--- config.mk ---
export PLATFORM = sky130hd
export DESIGN_NAME = mem_access_seq
export DESIGN_NICKNAME = d
export VERILOG_FILES = /design/src/rtl/mem_access_seq.sv
export SDC_FILE = /design/constraint.sdc
export NUM_CORES = 1
export LEC_CHECK = 0
export ABC_AREA = 0
export CORE_AREA = 3 3 132 134
export CTS_BUF_LIST = sky130_fd_sc_hd__clkbuf_2 sky130_fd_sc_hd__clkbuf_4 sky130_fd_sc_hd__clkbuf_8
export CTS_CLUSTER_SIZE = 20
export DETAILED_ROUTE_END_ITERATION = 7
export DIE_AREA = 0 0 135 137
export PLACE_DENSITY = 0.77
export SYNTH_ARGS = -nofsm -noshare
export SYNTH_HDL_FRONTEND = slang
export SYNTH_SLANG_ARGS = --single-unit
--- constraint.sdc ---
create_clock -name clk -period 2.2 [get_ports clk]
set_input_delay 0.44 -clock clk [delete_from_list [all_inputs] [get_ports clk]]
set_output_delay 0.44 -clock clk [all_outputs]
set_load 0.005 [all_outputs]
--- src/rtl/mem_access_seq.sv ---
// Memory-stage access sequencer: follows up to MAX_INDIR pointer hops through
// the data-side line memory, then performs the final word read or a
// byte-enabled word write. It holds the pipeline with stall until done.
module mem_access_seq #(
  parameter int WORD_W    = 16,
  parameter int LINE_W    = 128,
  parameter int ADDR_W    = 16,
  parameter int MAX_INDIR = 2,
  localparam int HOP_W    = (MAX_INDIR > 0) ? $clog2(MAX_INDIR + 1) : 1,
  localparam int OFF_W    = $clog2(LINE_W / 8)
) (
  input  logic                    clk,
  input  logic                    rst_n,
  input  logic                    req_valid,
  input  logic                    req_write,
  input  logic [HOP_W-1:0]        req_indir,
  input  logic [ADDR_W-1:0]       req_addr,
  input  logic [WORD_W-1:0]       req_wdata,
  input  logic [WORD_W/8-1:0]     req_be,
  output logic                    stall,
  output logic                    rsp_valid,
  output logic [WORD_W-1:0]       rsp_rdata,
  output logic                    mem_read,
  output logic                    mem_write,
  output logic [ADDR_W-OFF_W-1:0] mem_address,
  output logic [LINE_W-1:0]       mem_wdata,
  output logic [LINE_W/8-1:0]     mem_sel,
  input  logic [LINE_W-1:0]       mem_rdata,
  input  logic                    mem_resp
);

  localparam int BYTES_W = WORD_W / 8;
  localparam int NWORDS  = LINE_W / WORD_W;
  localparam int WSEL_LO = $clog2(BYTES_W);
  localparam int IDX_W   = OFF_W - WSEL_LO;

  typedef enum logic [1:0] {
    S_IDLE,
    S_INDIR,
    S_ACCESS,
    S_DONE
  } state_t;

  state_t              state_q, state_d;
  logic [HOP_W-1:0]    hops_q, hops_d;
  logic [ADDR_W-1:0]   cur_addr_q, cur_addr_d;
  logic                write_q, write_d;
  logic [WORD_W-1:0]   wdata_q, wdata_d;
  logic [BYTES_W-1:0]  be_q, be_d;
  logic [WORD_W-1:0]   rdata_q, rdata_d;

  // Word-sliced views of the line buses; the word index ignores the
  // sub-word byte bits of the current address.
  logic [NWORDS-1:0][WORD_W-1:0]  rdata_words;
  logic [NWORDS-1:0][BYTES_W-1:0] sel_words;
  logic [IDX_W-1:0]               word_idx;
  logic [WORD_W-1:0]              sel_word;
  logic [HOP_W-1:0]               req_hops;

  assign rdata_words = mem_rdata;
  assign word_idx    = cur_addr_q[OFF_W-1:WSEL_LO];
  assign sel_word    = rdata_words[word_idx];
  assign req_hops    = (req_indir > HOP_W'(MAX_INDIR)) ? HOP_W'(MAX_INDIR) : req_indir;

  // Next-state logic for the sequencer and its request/address registers.
  always_comb begin
    // NOTE: every signal assigned here gets a default first, so no path
    // leaves it unassigned and no latch is inferred.
    state_d    = state_q;
    hops_d     = hops_q;
    cur_addr_d = cur_addr_q;
    write_d    = write_q;
    wdata_d    = wdata_q;
    be_d       = be_q;
    rdata_d    = rdata_q;
    unique case (state_q)
      S_IDLE: begin
        if (req_valid) begin
          cur_addr_d = req_addr;
          write_d    = req_write;
          wdata_d    = req_wdata;
          be_d       = req_be;
          hops_d     = req_hops;
          state_d    = (req_hops != '0) ? S_INDIR : S_ACCESS;
        end
      end
      S_INDIR: begin
        if (mem_resp) begin
          cur_addr_d = ADDR_W'(sel_word);
          hops_d     = hops_q - HOP_W'(1);
          if (hops_q == HOP_W'(1)) state_d = S_ACCESS;
        end
      end
      S_ACCESS: begin
        if (mem_resp) begin
          if (!write_q) rdata_d = sel_word;
          state_d = S_DONE;
        end
      end
      S_DONE:  state_d = S_IDLE;
      default: state_d = S_IDLE;
    endcase
  end

  // State register; reset abandons any in-flight access.
  always_ff @(posedge clk or negedge rst_n) begin
    if (!rst_n) begin
      state_q    <= S_IDLE;
      hops_q     <= '0;
      cur_addr_q <= '0;
      write_q    <= 1'b0;
      wdata_q    <= '0;
      be_q       <= '0;
      rdata_q    <= '0;
    end else begin
      // NOTE: sequential state uses non-blocking assignments so all
      // registers update together from the values before the edge.
      state_q    <= state_d;
      hops_q     <= hops_d;
      cur_addr_q <= cur_addr_d;
      write_q    <= write_d;
      wdata_q    <= wdata_d;
      be_q       <= be_d;
      rdata_q    <= rdata_d;
    end
  end

  // Byte enables land only in the addressed word slot, and only on writes.
  always_comb begin
    sel_words = '0;
    if (state_q == S_ACCESS && write_q) sel_words[word_idx] = be_q;
  end

  // Memory-side outputs depend only on registered state.
  assign mem_read    = (state_q == S_INDIR) || (state_q == S_ACCESS && !write_q);
  assign mem_write   = (state_q == S_ACCESS) && write_q;
  assign mem_address = cur_addr_q[ADDR_W-1:OFF_W];
  assign mem_wdata   = {NWORDS{wdata_q}};
  assign mem_sel     = sel_words;

  // Pipeline handshake; stall rises in the accept cycle itself.
  assign stall     = (state_q == S_IDLE && req_valid) ||
                     (state_q == S_INDIR) || (state_q == S_ACCESS);
  assign rsp_valid = (state_q == S_DONE);
  assign rsp_rdata = rdata_q;

endmodule

==> flow_metrics.tcl <==
set metrics [dict create \
    run_status "finished, final reports clean" \
    yosys.area.top_type "dfrtp_1" \
    grt_pass1_wl_microns 23400 \
    portBuffers 343 \
    cts-root-buf "clkbuf_8" \
    rows 47 \
    arrival_ns 1.64 \
    fin_skew_ns 0.0164 \
    cts_max_path_buffers 2 \
    synth-edff-count 0 \
    synthTopCellsByCount "buf_4 (132), mux2i_1 (59), dfrtp_1 (54)" \
    clk_pin_slew_worst_paths_ns 0.11 \
    ys_ff_latch 54 \
    clock_sinks 54 \
    antennaDiodeCount 0 \
    setup_viol 0 \
    grt_usage_pct 16.4 \
    synth.area.top_cells "dfrtp_1 (30%), buf_4 (22%), mux2i_1 (13%)" \
    fill_cells 1537 \
    yosys.cell_types.count 35 \
    fin_cells 939 \
    drt_wl_total_microns 16300 \
    first_iter_violations 113 \
    cts_buffers 5 \
    multi_input_area_sq_mm 0.00208 \
    vias 4160 \
    die_w_microns 135 \
    drt-vias-per-instance 4.43 \
    worst_setup_path_start_kind "register" \
    finalHoldViolations 0 \
    max_slew.worst_pin.slew_ns 0.522 \
    dp_hpwl_microns 13300 \
    synth_area_sq_mm 0.00452 \
    start_util_pct 27.5 \
    layout.nets 893 \
    max_clock_freq_ghz 0.480 \
    yosysWarningCount 0 \
    cts_max_level 2 \
    wl_per_cell_microns 17.4 \
    p_leak_nw 3.04 \
    powerDensity_mw_per_mm2 1240 \
    grt_pass1_vias 4040 \
    post-place-ws_ns -0.0506 \
    synth-seq-area-share_pct 29.9 \
    drc_errors 0 \
    rsz0062_at_grt "no" \
    final.min_clock_period_ns 2.08 \
    drive_gt1_share_pct 12.1 \
    worstPathRequired_ns 1.76 \
    synth_fp_nets 668 \
    place_inst 928 \
    yosysMostFrequentCell "buf_4" \
    antenna_found_initial 0 \
    ant_nets 0 \
    async_flop_share_pct 100 \
    syn_avg_cell_area_sq_um 9.16 \
    synthCells 493 \
    syn2layout_area_growth_pct 65.3 \
    hp-class "in2async" \
    dieArea_sq_mm 0.0185 \
    gp_congestion 0.846 \
    drv_slew 0 \
    irDropWorstVdd_mv 0.686 \
    crit_fanout 2 \
    grt_max_degree 39 \
    num_io_pins 345 \
    worstSetupEndpointType "primary output" \
    dr.pass1.iters 4 \
    cts_tree "done" \
    clkLatencyLatePin_ns 0.33 \
    path_class "reg2out" \
    synth_top_area_share_pct 29.9 \
    fin_tns_setup_ns 0 \
    core_area_sq_mm 0.0164 \
    max_slew_margin_pct 65.2 \
    seq_area_sq_mm 0.00135 \
    overflow 0 \
    synth_ff_type "dfrtp_1" \
    period_share_pct 94.8 \
    fin_ws_ns 0.115 \
    max_cap_violations 0 \
    holdWs_ns 0.0268 \
    die_h_microns 137 \
]
-- cell families (layout without fill, tap and decap cells) --
logic type	after synthesis	count (layout)	synth area share, %
simple gates	93	93	8.86
buf+inv	163	389	25.5
mux	84	84	19.4
flops	54	54	29.9
compound gates	93	93	14.7
fa+ha+maj	6	6	1.66
-- worst paths after layout --
check	start	end	slack, ns	cells past startpoint
setup / recovery	state_q[0]	rsp_valid	0.12	4
setup reg to reg	cur_addr_q[1]	cur_addr_q[12]	0.15	5
max in group asynchronous	rst_n	cur_addr_q[2]	1.60	2
hold reg to reg	rsp_rdata[7]	rsp_rdata[7]	0.49	2
min in group clk	rsp_rdata[7]	rsp_rdata[7]	0.49	2
hold / removal	rst_n	cur_addr_q[6]	0.03	1
-- cell type report --
class,count,area share (%)
timing repair buffer,370,48.5
sequential,54,18.1
inverter,11,0.553
clock inverter,2,0.218
tap,220,3.69
clock buffer,6,1.02
multi-input combinational,276,27.9
-- sequential cells by signal, summed over array words and instances, names as in the netlist --
signal	flops
be_q	2
cur_addr_q	15
hops_q	2
rsp_rdata	16
state_q	2
wdata_q	16
write_q	1
-- report_power, final --
group,internal [mW],switching (mW),leakage [nW]
Sequential,1.47,0.683,0.659
Clock,0.242,0.366,0.0452
Combinational,3.99,2.54,2.34
-- critical path, cell delays in order, from the launching register on --
cell,delay [ns]
dfrtp_1,0.41
buf_4,0.14
buf_4,0.13
ha_1,0.18
clkdlybuf4s50_1,0.45
-- cell usage in the layout (no fill, tap or decap), types with 4 or more instances in the layout --
cell               n
clkdlybuf4s50_1  323
nor2b_1            4
ha_1               5
buf_4             24
dfrtp_1           52
o221ai_2           6
mux2i_1           59
nor2_1            25
o221ai_1           8
nand2_1           36
nor3_1             6
a22oi_1           17
o21ai_0           10
clkbuf_8           5
o21ai_1           10
o22ai_1           23
nor2_2             4
nand3_1            4
buf_2              5
dlygate4sd2_1     14
inv_1              9
a21oi_1            8
mux2_2            24
-- what timing repair did --
item,CTS,global route
buffers inserted,3,0
resized for setup,41,11
endpoints found under the setup margin,19,9
hold buffers,0,0
pin swaps,6,6
-- per-stage QoR --
step / utilization (%) / power (mW) / cell area [sq um]
final: 45.5 / 9.29 / 7470
after global routing: 45.5 / 10.0 / 7470
after CTS: 45.5 / 9.41 / 7460
after detailed placement: 44.6 / 8.71 / 7320
after global placement: 44.6 / 8.61 / 7320
after floorplan: - / 6.10 / 4520
-- per-layer routing --
| layer | up-vias | part of all wire [%] | GRT usage [%] |
|---|---|---|---|
| met3 | 11 | 8.8 | 4.74 |
| met5 | - | 0 | 0 |
| met2 | 194 | 54 | 31.0 |
| met1 | 1905 | 37 | 18.4 |
| met4 | 0 | 1.1 | 3.30 |
| li1 | 2050 | - | - |
(Power assumes the default switching activity.)
